$ cat src/rtl/hex_display_capture.sv
// Purpose: decodes a multi-digit seven-segment bus, debounces it and queues each new stable value in a FWFT FIFO.
// Latency: a pattern first sampled at edge k is visible on out_valid/out_value after edge k+STABLE_CYCLES.
// Backpressure: out_valid/out_ready read port; a value accepted while full with no pop is dropped and sets overflow.
module hex_display_capture #(
    parameter int DIGITS        = 4,
    parameter int DEPTH         = 8,
    parameter int STABLE_CYCLES = 4,
    parameter int ACTIVE_LOW    = 1,
    parameter int SKIP_INVALID  = 0
) (
    input  logic                         clk,
    input  logic                         rst_n,
    input  logic [7*DIGITS-1:0]          hex,
    input  logic                         clear,
    input  logic                         out_ready,
    output logic                         out_valid,
    output logic [4*DIGITS-1:0]          out_value,
    output logic [DIGITS-1:0]            out_invalid,
    output logic [$clog2(DEPTH+1)-1:0]   count,
    output logic                         overflow
);

    localparam int AW = (DEPTH > 1) ? $clog2(DEPTH) : 1;
    localparam int CW = $clog2(DEPTH + 1);
    localparam int SW = $clog2(STABLE_CYCLES + 1);
    localparam int EW = 5 * DIGITS;

    // Segment pattern (active-high, bit 0 = segment a) to {invalid, nibble}.
    function automatic logic [4:0] f_decode(input logic [6:0] seg);
        logic [4:0] res;
        case (seg)
            7'h3F:   res = 5'h00;
            7'h06:   res = 5'h01;
            7'h5B:   res = 5'h02;
            7'h4F:   res = 5'h03;
            7'h66:   res = 5'h04;
            7'h6D:   res = 5'h05;
            7'h7D:   res = 5'h06;
            7'h07:   res = 5'h07;
            7'h7F:   res = 5'h08;
            7'h6F:   res = 5'h09;
            7'h77:   res = 5'h0A;
            7'h7C:   res = 5'h0B;
            7'h39:   res = 5'h0C;
            7'h5E:   res = 5'h0D;
            7'h79:   res = 5'h0E;
            7'h71:   res = 5'h0F;
            default: res = 5'h10;
        endcase
        return res;
    endfunction

    logic [7*DIGITS-1:0] r_hex_q;
    logic [SW-1:0]       r_cnt;
    logic [7*DIGITS-1:0] r_last;
    logic                r_have_last;

    logic [EW-1:0]       r_mem [DEPTH];
    logic [AW-1:0]       r_wr_ptr;
    logic [AW-1:0]       r_rd_ptr;
    logic [CW-1:0]       r_count;
    logic                r_overflow;

    logic [4*DIGITS-1:0] w_nib;
    logic [DIGITS-1:0]   w_inv;
    logic                w_same;
    logic                w_accept;
    logic                w_full;
    logic                w_empty;
    logic                w_pop;
    logic                w_push;
    logic [EW-1:0]       w_head;

    // Decode the sampled pattern digit by digit; the accept edge requires hex==hex_q, so this is the accepted value.
    for (genvar gi = 0; gi < DIGITS; gi++) begin : g_digit
        logic [6:0] w_seg;
        logic [4:0] w_dec;
        assign w_seg = (ACTIVE_LOW != 0) ? ~r_hex_q[7*gi +: 7] : r_hex_q[7*gi +: 7];
        assign w_dec = f_decode(w_seg);
        assign w_nib[4*gi +: 4] = w_dec[3:0];
        assign w_inv[gi]        = w_dec[4];
    end

    assign w_same   = (hex == r_hex_q);
    assign w_accept = w_same
                   && (r_cnt == SW'(STABLE_CYCLES - 1))
                   && (!r_have_last || (r_hex_q != r_last))
                   && !((SKIP_INVALID != 0) && (|w_inv));

    assign w_full  = (r_count == CW'(DEPTH));
    assign w_empty = (r_count == '0);
    assign w_pop   = !w_empty && out_ready;
    assign w_push  = w_accept && (!w_full || w_pop);

    // Track the incoming pattern and count how long it has held; the counter saturates so one hold accepts once.
    always_ff @(posedge clk) begin
        if (!rst_n) begin
            r_hex_q <= '0;
            r_cnt   <= '0;
        end else if (!w_same) begin
            r_hex_q <= hex;
            r_cnt   <= '0;
        end else if (r_cnt != SW'(STABLE_CYCLES)) begin
            r_cnt <= r_cnt + SW'(1);
        end
    end

    // Remember the last accepted pattern so a value repeated after a glitch is not queued twice.
    always_ff @(posedge clk) begin
        if (!rst_n) begin
            r_last      <= '0;
            r_have_last <= 1'b0;
        end else if (clear) begin
            r_have_last <= 1'b0;
        end else if (w_accept) begin
            r_last      <= r_hex_q;
            r_have_last <= 1'b1;
        end
    end

    // FIFO storage; stale contents are masked by out_valid, so it needs no reset.
    always_ff @(posedge clk) begin
        if (rst_n && !clear && w_push) begin
            r_mem[r_wr_ptr] <= {w_inv, w_nib};
        end
    end

    // FIFO pointers, occupancy and sticky overflow; clear wins over push and pop.
    always_ff @(posedge clk) begin
        if (!rst_n || clear) begin
            r_wr_ptr   <= '0;
            r_rd_ptr   <= '0;
            r_count    <= '0;
            r_overflow <= 1'b0;
        end else begin
            if (w_push) begin
                r_wr_ptr <= r_wr_ptr + AW'(1);
            end
            if (w_pop) begin
                r_rd_ptr <= r_rd_ptr + AW'(1);
            end
            if (w_push && !w_pop) begin
                r_count <= r_count + CW'(1);
            end else if (w_pop && !w_push) begin
                r_count <= r_count - CW'(1);
            end
            if (w_accept && w_full && !w_pop) begin
                r_overflow <= 1'b1;
            end
        end
    end

    assign w_head      = w_empty ? '0 : r_mem[r_rd_ptr];
    assign out_valid   = !w_empty;
    assign out_value   = w_head[4*DIGITS-1:0];
    assign out_invalid = w_head[EW-1:4*DIGITS];
    assign count       = r_count;
    assign overflow    = r_overflow;

endmodule

$ cat config.mk
export PLATFORM = sky130hd
export DESIGN_NAME = hex_display_capture
export DESIGN_NICKNAME = d
export VERILOG_FILES = /design/src/rtl/hex_display_capture.sv
export SDC_FILE = /design/constraint.sdc
export NUM_CORES = 1
export LEC_CHECK = 0
export BUFFER_PORTS_ARGS = -buffer_cell sky130_fd_sc_hd__buf_2
export CAP_MARGIN = 40
export CELL_PAD_IN_SITES_DETAIL_PLACEMENT = 1
export CELL_PAD_IN_SITES_GLOBAL_PLACEMENT = 1
export CORE_MARGIN = 10
export CORE_UTILIZATION = 51
export CTS_CLUSTER_SIZE = 10
export DETAILED_ROUTE_END_ITERATION = 12
export GPL_TIMING_DRIVEN = 0
export PLACE_DENSITY = 0.84
export SYNTH_ARGS = -nofsm -noshare
export SYNTH_HDL_FRONTEND = slang
export SYNTH_SLANG_ARGS = --single-unit
$ cat constraint.sdc
create_clock -name clk -period 6.9 [get_ports clk]
set_clock_uncertainty 0.15 [all_clocks]
set_input_delay 2.07 -clock clk [delete_from_list [all_inputs] [get_ports clk]]
set_output_delay 2.07 -clock clk [all_outputs]
set_load 0.01 [all_outputs]
==> impl_metrics.csv, run 1 <==
group,metric,value,unit
cts,cts_buffer_depth,3,
routing,routed_wl,27790,um
critical_path,reg2reg_from,"r_hex_q[11]",
routing,wire_per_inst,22.95,um
layout,final_common_cell,"edfxtp_1",
routing,via_per_inst,5.812,
cts,post_cts_buffers,0,
yosys,synth_top_area_cell,"edfxtp_1",
global_routing,top_usage_layer,"met2",
critical_path,r2r_setup_slack,2.84,ns
placed_design,routabilityCongestion,0.8509,
pwr,irDropWorstVdd,0.2120,mV
yosys,synth_sequential_area_ratio,0.5934,
yosys,ys_async_sr_fraction,0,
global_routing,grt.met1_usage,0.2514,
die,die_width,164.1,um
yosys,synth_nets,848,
global_routing,grt_pass1_vias,7533,
layout,fin_nets,962,
critical_path,cp_cell_sequence,"buf_2, xor2_1, nor4_2, or4b_4, a211oi_2, and2_1, ha_1, inv_1, ha_1, a21o_1, a21oi_1, xnor2_1, or3_1, a21oi_1",
layout,drive_above_1_share,0.1849,
hold_path,min_to,"overflow",
critical_path,crit_arrival,5.45,ns
die,rows,52,
global_routing,overflow,0,
cts,numCtsBuffers,27,
global_routing,grt_pass1_wl,43540,um
layout,fin_util,0.6022,
timing,fin_crit,5.150,ns
timing,rsz0062_at_grt,"no",
die,start_util,0.5202,
hold_path,hold_path_depth,1,
critical_path,worstPathMaxFanout,9,
routing,vias,7038,
pwr,powerDensity,242.2,nW/um2
pwr,power_leakage,4.510,nW
die,die_y,164.1,um
critical_path,cp.required,7.20,ns
pwr,power_frac_comb,0.059,
die,core_area,20360,um2
cts,cts.clk_slew.worst_paths,0.06,ns
global_routing,grt_use_met3,0.02778,
yosys,synth_top_cells_by_area,"edfxtp_1, dfxtp_1, mux4_2",
placed_design,io_buffers,57,
timing,setup_tns,0,ns
layout,insertedDiodeCount,0,
pwr,power.switching,650.8,uW
timing,period_share,0.7463,
yosys,avgSynthCellArea,13.13,um2
layout,fillCellCount,2031,
timing,finalHoldViolations,0,
global_routing,grt_usage,0.2062,
global_routing,antenna_found_initial,0,
timing,setup_viol,0,
critical_path,crit_start,"hex[20]",
die,die_area,26940,um2
pwr,p_int,2.320,mW
cts,ctsResizeCount,0,
routing,drtIter0Drc,591,
routing,drtPass1Iterations,7,
yosys,syn-instance-count,807,
status,status,"complete, no violations",
global_routing,grt_max_degree,14,
cts,hold_buffers,0,
cts,h-tree-depth,1,
critical_path,rr_endpoint,"count[3]",
yosys,yosysTopAreaCellShare,0.4535,
hold_path,hp-start,"overflow",
job,cap_viol_max_count,0,
pwr,p_seq_frac,0.515,
pwr,switching_share,0.2191,
cts,cts_sinks,234,
critical_path,critPathKind,"in2reg",
layout,syn2layout_area_growth,15.76,%
critical_path,critical_path.max_stage_delay,0.57,ns
cts,cts_tree,"done",
die,io_pins,58,
yosys,synth-seq-cells,234,
yosys,ys_types,58,
yosys,synth_edf_count,160,
hold_path,hp-class,"reg2reg",
timing,drv_slew,0,
routing,antenna_left,0,
layout,final_cell_mix,"edfxtp_1, dfxtp_1, clkbuf_1",
critical_path,critPathLaunchType,"primary input",
timing,clock.fmax,0.1942,GHz
yosys,syn-cell-area,10590,um2
critical_path,worstSetupEndpointType,"flip-flop",
placed_design,dpl.hpwl,19890,um
yosys,synth_ff_type,"edfxtp_1",
cts,clk_latency,0.53,ns
critical_path,r2r_cells,14,
critical_path,slowest_stage,"a211oi_2",
yosys,ys_warn_count,0,
routing,drc,0,
pwr,power_frac_clock,0.426,
global_routing,use_met2,0.3753,
timing,worstMarginPinSlew,0.9069,ns
timing,max_slew_margin,0.3907,
cts,root_buffer,"clkbuf_16",
area by class of cell:
cell class                      instances  area, um2  share of cell area
Sequential cell                       234       6286              0.5126
Multi-Input combinational cell        504       4051              0.3304
Clock buffer                           48      764.5             0.06234
Timing Repair Buffer                   85      523.0             0.04265
Tap cell                              270      337.8             0.02755
Buffer                                 60      257.7             0.02102
Inverter                                9      33.78            0.002755
Clock inverter                          1      8.758           0.0007142
cells in the mapped netlist, drive strengths merged, types with 2 or more instances:
| master | instances |
|---|---|
| o311ai | 2 |
| mux4 | 40 |
| a2111oi | 2 |
| o21ai | 9 |
| a41oi | 2 |
| edfxtp | 160 |
| nor4 | 13 |
| xnor2 | 40 |
| o41ai | 4 |
| a21oi | 26 |
| o31ai | 2 |
| nand2b | 4 |
| nand3 | 21 |
| mux2i | 49 |
| nand4b | 2 |
| a31oi | 6 |
| inv | 9 |
| a21boi | 2 |
| o21a | 4 |
| nand4 | 15 |
| dfxtp | 74 |
| and2 | 29 |
| nand2 | 34 |
| a211oi | 3 |
| nor3b | 2 |
| nand3b | 7 |
| a22oi | 2 |
| ha | 8 |
| xor2 | 29 |
| buf | 8 |
| nor3 | 15 |
| or4 | 3 |
| o22ai | 5 |
| or4b | 2 |
| and3b | 3 |
| clkbuf | 52 |
| or3 | 4 |
| nor2 | 62 |
| nor2b | 40 |
sequential cells by signal (all words and copies together), names as in the netlist, named ones only:
register     count
r_hex_q         28
overflow         1
r_mem          160
r_cnt            3
r_rd_ptr         3
r_wr_ptr         3
r_have_last      1
count            4
r_last          28
logic make-up after synthesis:
family / share of synthesized area
AOI/OAI and AO/OA: 0.04783
xor gates and xnor gates: 0.05705
adders and majority gates: 0.01134
buffers and inverters: 0.02752
DFF: 0.5934
muxes: 0.1313
and+or+nand+nor: 0.1316
layer usage:
layer | share of wire | wire (um) | up-vias
met4 | 0.018 | 512 | 0
met2 | 0.53 | 14780 | 237
met1 | 0.40 | 11120 | 3544
met3 | 0.049 | 1375 | 31
li1 | - | - | 3226
met5 | 0 | 0 | -
worst max path at each step:
stage                        endpoint  slack (ns)  cells past startpoint
after floorplan           r_mem[4][0]        1.36                      6
after global placement    r_mem[4][9]       -0.35                      7
after detailed placement     count[3]        1.25                     14
after CTS                    count[3]        1.77                     14
after global routing         count[3]        1.57                     14
final                        count[3]        1.75                     14
through the flow:
stage,cells,cell area [um2],setup WS (ns),power (mW),hold WS [ns]
4_1_cts,1210,12260,1.770,2.986,0.3207
6_report,1211,12260,1.750,2.970,0.3142
3_3_place_gp,1134,11220,-0.3472,1.718,0.3070
5_1_grt,1211,12260,1.569,3.068,0.3616
3_5_place_dp,1161,11480,1.249,1.731,0.3065
2_1_floorplan,807,10590,1.357,1.664,0.2903
worst max-delay path, delay by kind of cell:
family / cells / cell delay, ns
compound gates: 4 / 1.07
xor+xnor: 2 / 0.26
fa+ha+maj: 2 / 0.46
buf+inv: 2 / 0.20
simple gates: 4 / 1.37
power groups by stage:
stage                     registers, mW  logic, mW  clock network [mW]
after floorplan                    1.56      0.109                   0
after global placement             1.56      0.159                   0
after detailed placement           1.56      0.172                   0
after CTS                          1.53      0.174                1.28
after global routing               1.53      0.193                1.34
final                              1.53      0.175                1.27
Note: power is estimated with default switching activity, not from simulation.
==> inputs of run 2 (changes only) <==
Settings changed: ABC_AREA set to 1, CORE_UTILIZATION 51 to 47.
Clock period 6.9 ns to 5 ns, I/O delays scaled along.
==> run 2 against run 1 <==
Effect of this change: worst setup slack worse by 1.3 ns; wire length rose by 24%; global-route usage increased by 1.2 points; synthesized cell count is 69% higher; critical path type is now reg2out; cell count rose by 49%; die area rose by 15%; utilization fell by 5.8 points.
==> impl_metrics.csv, run 2 <==
group,metric,value,unit
status,status,"complete, no violations",
die,die_area,31050,um2
critical_path,worstPathMaxFanout,10,
pwr,power_frac_comb,0.068,
cts,post_cts_buffers,0,
cts,cts_buffer_depth,3,
routing,antenna_left,0,
routing,via_per_inst,5.384,
routing,vias,9712,
yosys,synth_top_area_cell,"edfxtp_1",
critical_path,crit_arrival,2.93,ns
global_routing,antenna_found_initial,0,
routing,drtIter0Drc,658,
placed_design,routabilityCongestion,0.8981,
pwr,p_int,3.284,mW
die,rows,57,
layout,fin_nets,1499,
layout,drive_above_1_share,0.1054,
cts,numCtsBuffers,28,
layout,largest_reg_flops,160,
hold_path,hp-class,"reg2reg",
global_routing,top_usage_layer,"met2",
timing,setup_viol,0,
critical_path,critPathLaunchType,"flip-flop",
yosys,syn-instance-count,1362,
die,die_width,176.2,um
yosys,synthMostInstantiatedCell,"nand2_1",
critical_path,cp.required,3.35,ns
timing,clock.fmax,0.2184,GHz
global_routing,overflow,0,
cts,cts_sinks,234,
yosys,ys_types,38,
pwr,switching_share,0.2354,
critical_path,slowest_stage,"clkbuf_1",
layout,syn2layout_area_growth,14.68,%
cts,cts_tree,"done",
timing,worstMarginPinSlew,0.7439,ns
global_routing,grt_pass1_vias,10350,
global_routing,grt_pass1_wl,55160,um
cts,cts.clk_slew.worst_paths,0.06,ns
yosys,synthMuxAreaShare,0,
layout,insertedDiodeCount,0,
placed_design,io_buffers,57,
layout,final_common_cell,"nand2_1",
routing,drc,0,
job,cap_viol_max_count,0,
critical_path,cp_cell_sequence,"clkbuf_1, clkinv_1, clkbuf_1, o21ai_0, o22ai_1, o21ai_0, a31oi_1, buf_2",
pwr,power.switching,1.011,mW
timing,setup_slack,0.4205,ns
global_routing,grt.met1_usage,0.2661,
timing,fin_crit,4.580,ns
placed_design,dpl.hpwl,25070,um
global_routing,grt_usage,0.2185,
global_routing,grt_use_met3,0.03054,
die,start_util,0.4743,
pwr,p_seq_frac,0.491,
pwr,power_leakage,5.712,nW
cts,clk_latency,0.55,ns
routing,drtPass1Iterations,5,
global_routing,use_met2,0.3918,
cts,hold_buffers,0,
yosys,synth-seq-cells,234,
layout,fillCellCount,2933,
timing,drv_slew,0,
critical_path,worstSetupEndpointType,"output pin",
routing,routed_wl,34330,um
yosys,synth_adder_area_share,0.01047,
cts,ctsResizeCount,0,
yosys,ys_async_sr_fraction,0,
placed_design,post-place-ws,0.2942,ns
yosys,synth_ff_type,"edfxtp_1",
yosys,synth_common_cells,"nand2_1, nor2_1, edfxtp_1",
timing,setup_tns,0,ns
global_routing,grt_max_degree,18,
yosys,yosysTopAreaCellShare,0.4190,
yosys,synth_sequential_area_ratio,0.5482,
critical_path,critPathKind,"reg2out",
die,die_y,176.2,um
layout,largest_register,"r_mem",
yosys,syn-cell-area,11470,um2
yosys,synth_top_cells_by_area,"edfxtp_1, dfxtp_1, nand2_1",
yosys,synth_edf_count,160,
cts,h-tree-depth,1,
timing,finalHoldViolations,0,
pwr,powerDensity,326.6,nW/um2
yosys,synthXorXnorAreaFrac,0.01909,
yosys,synth_top_family_by_area,"simple AND/OR/NAND/NOR gates",
layout,final_cell_mix,"nand2_1, nor2_1, edfxtp_1",
cts,root_buffer,"clkbuf_16",
pwr,power_frac_clock,0.441,
timing,rsz0062_at_grt,"no",
yosys,synth_nets,1403,
yosys,ys_warn_count,0,
die,io_pins,58,
die,core_area,24180,um2
routing,wire_per_inst,19.03,um
timing,max_slew_margin,0.5023,
pwr,irDropWorstVdd,0.2270,mV
layout,reg_top3,"r_mem: 160 flops, r_hex_q: 28 flops, r_last: 28 flops",
critical_path,critical_path.max_stage_delay,0.45,ns
yosys,yosys.area_share.simple,0.2561,
timing,period_share,0.9159,
yosys,synth-compound-area-share,0.08183,
yosys,avgSynthCellArea,8.419,um2
run 2: cells by family (layout without fill, tap and decap cells):
kind of cell               Yosys count  in the layout
xor gates and xnor gates            25             25
AOI/OAI and AO/OA                  174            174
buffers and inverters              221            339
DFF                                234            234
adders and majority gates            9              9
and+or+nand+nor                    699            699
run 2: power by group through the flow:
stage | Sequential (mW) | Clock [mW] | Combinational (mW)
floorplan | 2.15 | 0 | 0.180
global placement | 2.15 | 0 | 0.270
finish | 2.11 | 1.89 | 0.291
CTS | 2.11 | 1.92 | 0.290
detailed placement | 2.15 | 0 | 0.286
global route | 2.11 | 1.99 | 0.324
run 2: through the flow:
stage	total power [mW]	std cells	cell area, um2	util	hold WS [ns]
2_1_floorplan	2.326	1362	11470	-	0.2834
3_3_place_gp	2.420	1743	12160	0.5029	0.3077
3_5_place_dp	2.437	1752	12310	0.5092	0.3166
4_1_cts	4.319	1804	13150	0.5439	0.3253
5_1_grt	4.428	1804	13150	0.5439	0.3604
6_report	4.295	1804	13150	0.5439	0.3232
run 2: worst paths after layout:
kind,start,endpoint,slack (ns),cells past startpoint
worst max-delay path,flip-flop,out_value[6],0.42,8
worst min-delay path,overflow,overflow,0.32,2
worst max register to register,r_hex_q[18],count[3],1.36,22
worst min register to register,overflow,overflow,0.32,2
run 2: layout make-up:
class                      count  area (um2)  share of cell area
tap                          324       405.4             0.03083
clock inverter                 3       17.52            0.001332
timing repair buffer          66       412.9             0.03140
sequential                   234        6286              0.4780
clock buffer                  49       820.8             0.06242
inverter                     155       581.8             0.04424
buffer                        66       385.4             0.02931
multi-input combinational    907        4240              0.3225
run 2: critical path, delay by kind of cell (launching register included):
family / cells / cell delay [ns]
buf+inv: 4 / 1.33
compound gates: 4 / 0.73
flops: 1 / 0.32
run 2: layer usage:
| metal | vias to the layer above | share of wire |
|---|---|---|
| met5 | - | 0 |
| met4 | 0 | 0.024 |
| met3 | 61 | 0.044 |
| met2 | 233 | 0.51 |
| met1 | 4721 | 0.43 |
| li1 | 4697 | - |
==> inputs of run 3 (changes only) <==
Settings changed: CORE_UTILIZATION 47 to 51, GPL_TIMING_DRIVEN 0 to not set, PLACE_DENSITY 0.84 to 0.9.
Clock period 5 ns to 5.7 ns, I/O delays scaled along.
==> run 3 against run 2 <==
Effect of this change: clock-buffer cell count did not move; cell count fell by 5.7%; total power fell by 12%; register-to-register slack improved by 0.64 ns; hold slack got worse by 0.013 ns; utilization rose by 3.6 points; largest cell class unchanged.
==> impl_metrics.csv, run 3 (same netlist as run 2, synthesis figures left out) <==
group,metric,value,unit
pwr,powerDensity,296.6,nW/um2
die,die_width,170.0,um
cts,post_cts_buffers,0,
die,die_y,170.0,um
routing,drtPass1Iterations,5,
timing,period_share,0.8644,
routing,drc,0,
pwr,power.switching,877.7,uW
die,core_area,21960,um2
critical_path,worstSetupEndpointType,"output pin",
status,status,"complete, no violations",
critical_path,cp.required,3.84,ns
placed_design,io_buffers,57,
cts,cts.clk_slew.worst_paths,0.05,ns
timing,clock.fmax,0.2030,GHz
layout,largest_register,"r_mem",
layout,fin_util,0.5801,
die,io_pins,58,
layout,syn2layout_area_growth,11.07,%
layout,stdcell_count,1702,
placed_design,dp.cells,1650,
critical_path,crit_arrival,3.07,ns
timing,finalHoldViolations,0,
global_routing,grt_pass1_vias,10340,
pwr,switching_share,0.2323,
routing,wire_per_inst,21.26,um
placed_design,routabilityCongestion,0.8837,
critical_path,critPathKind,"reg2out",
timing,setup_tns,0,ns
global_routing,grt_pass1_wl,56830,um
routing,antenna_left,0,
cts,h-tree-depth,1,
layout,insertedDiodeCount,0,
cts,cts_tree,"done",
layout,fillCellCount,2639,
job,cap_viol_max_count,0,
cts,ctsResizeCount,0,
placed_design,dpl-instance-area,11880,um2
global_routing,grt_usage,0.2483,
hold_path,hp-start,"overflow",
cts,clk_latency,0.54,ns
timing,fin_crit,4.927,ns
global_routing,antenna_found_initial,0,
layout,final_cell_mix,"nand2_1, nor2_1, edfxtp_1",
global_routing,grt_max_degree,81,
layout,final_common_cell,"nand2_1",
layout,fin_nets,1441,
pwr,p_seq_frac,0.495,
die,rows,54,
timing,drv_slew,0,
routing,vias,9793,
pwr,irDropWorstVdd,0.1940,mV
cts,cts_sinks,234,
cts,root_buffer,"clkbuf_16",
timing,max_slew_margin,0.4033,
layout,drive_above_1_share,0.09564,
placed_design,dpl.hpwl,23790,um
pwr,power_frac_comb,0.058,
hold_path,hp-class,"reg2reg",
die,start_util,0.5222,
pwr,power_frac_clock,0.447,
layout,largest_reg_flops,160,
pwr,p_int,2.901,mW
layout,design_area,12740,um2
routing,drtIter0Drc,747,
routing,via_per_inst,5.754,
cts,hold_buffers,0,
layout,reg_top3,"r_mem: 160 flops, r_hex_q: 28 flops, r_last: 28 flops",
pwr,power_leakage,5.553,nW
critical_path,worstPathMaxFanout,52,
timing,setup_viol,0,
cts,cts_buffer_depth,3,
timing,fin_hold_ws,0.3104,ns
critical_path,critPathLaunchType,"flip-flop",
critical_path,reg2reg_from,"r_hex_q[25]",
timing,worstMarginPinSlew,0.8941,ns
global_routing,overflow,0,
routing,routed_wl,36180,um
die,die_area,28880,um2
cts,numCtsBuffers,28,
timing,rsz0062_at_grt,"no",
-- run 3: cell types whose count changed in the layout (fill, tap and decap cells not counted) --
| cell | previous run | this run |
|---|---|---|
| buf_1 | 3 | 0 |
| buf_16 | 0 | 1 |
| buf_2 | 62 | 58 |
| buf_4 | 12 | 15 |
| buf_6 | 8 | 0 |
| buf_8 | 8 | 0 |
| bufinv_16 | 0 | 1 |
| clkbuf_1 | 54 | 19 |
| clkbuf_8 | 5 | 1 |
| clkinv_2 | 2 | 1 |
| dfxtp_1 | 74 | 73 |
| dfxtp_2 | 0 | 1 |
| nor4_1 | 14 | 15 |
| nor4_2 | 1 | 0 |
-- run 3: layer usage --
layer / track usage / share of wire
met4: 0.08505 / 0.031
met1: 0.2859 / 0.39
met5: 0 / 0
met3: 0.03818 / 0.059
met2: 0.4581 / 0.52
-- run 3: path summary, 6_finish.rpt --
check	slack [ns]	endpoint	cells past startpoint
max reg2reg	2.00	count[3]	21
min reg2reg	0.31	overflow	2
max	0.77	out_value[1]	6
min	0.31	overflow	2
-- run 3: layout make-up --
cell class | count | area [um2] | share of cell area
sequential | 234 | 6287 | 0.4936
multi-input combinational | 907 | 4234 | 0.3324
clock buffer | 49 | 810.8 | 0.06365
inverter | 155 | 581.8 | 0.04568
timing repair buffer | 74 | 430.4 | 0.03379
tap | 280 | 350.3 | 0.02750
clock inverter | 3 | 42.54 | 0.003340
-- run 3: metrics by stage --
| step | total power [mW] | worst slack [ns] |
|---|---|---|
| after floorplan | 2.040 | 1.429 |
| after global placement | 2.101 | 0.8816 |
| after detailed placement | 2.117 | 0.7505 |
| after CTS | 3.791 | 0.7946 |
| after global routing | 3.894 | 0.6728 |
| final | 3.778 | 0.7727 |
-- run 3: power by group through the flow --
stage                     Combinational (mW)  Clock, mW  Sequential, mW
after floorplan                        0.157          0            1.88
after global placement                 0.198          0            1.90
after detailed placement               0.212          0            1.90
after CTS                              0.217       1.71            1.87
after global routing                   0.244       1.78            1.87
final                                  0.218       1.69            1.87
-- run 3: critical path, stage by stage (launching register included) --
cell and delay [ns]:
dfxtp_2 0.75, buf_4 0.59, o21ai_0 0.20, o22ai_1 0.24, o21ai_0 0.14, a31oi_1 0.37
buf_2 0.20
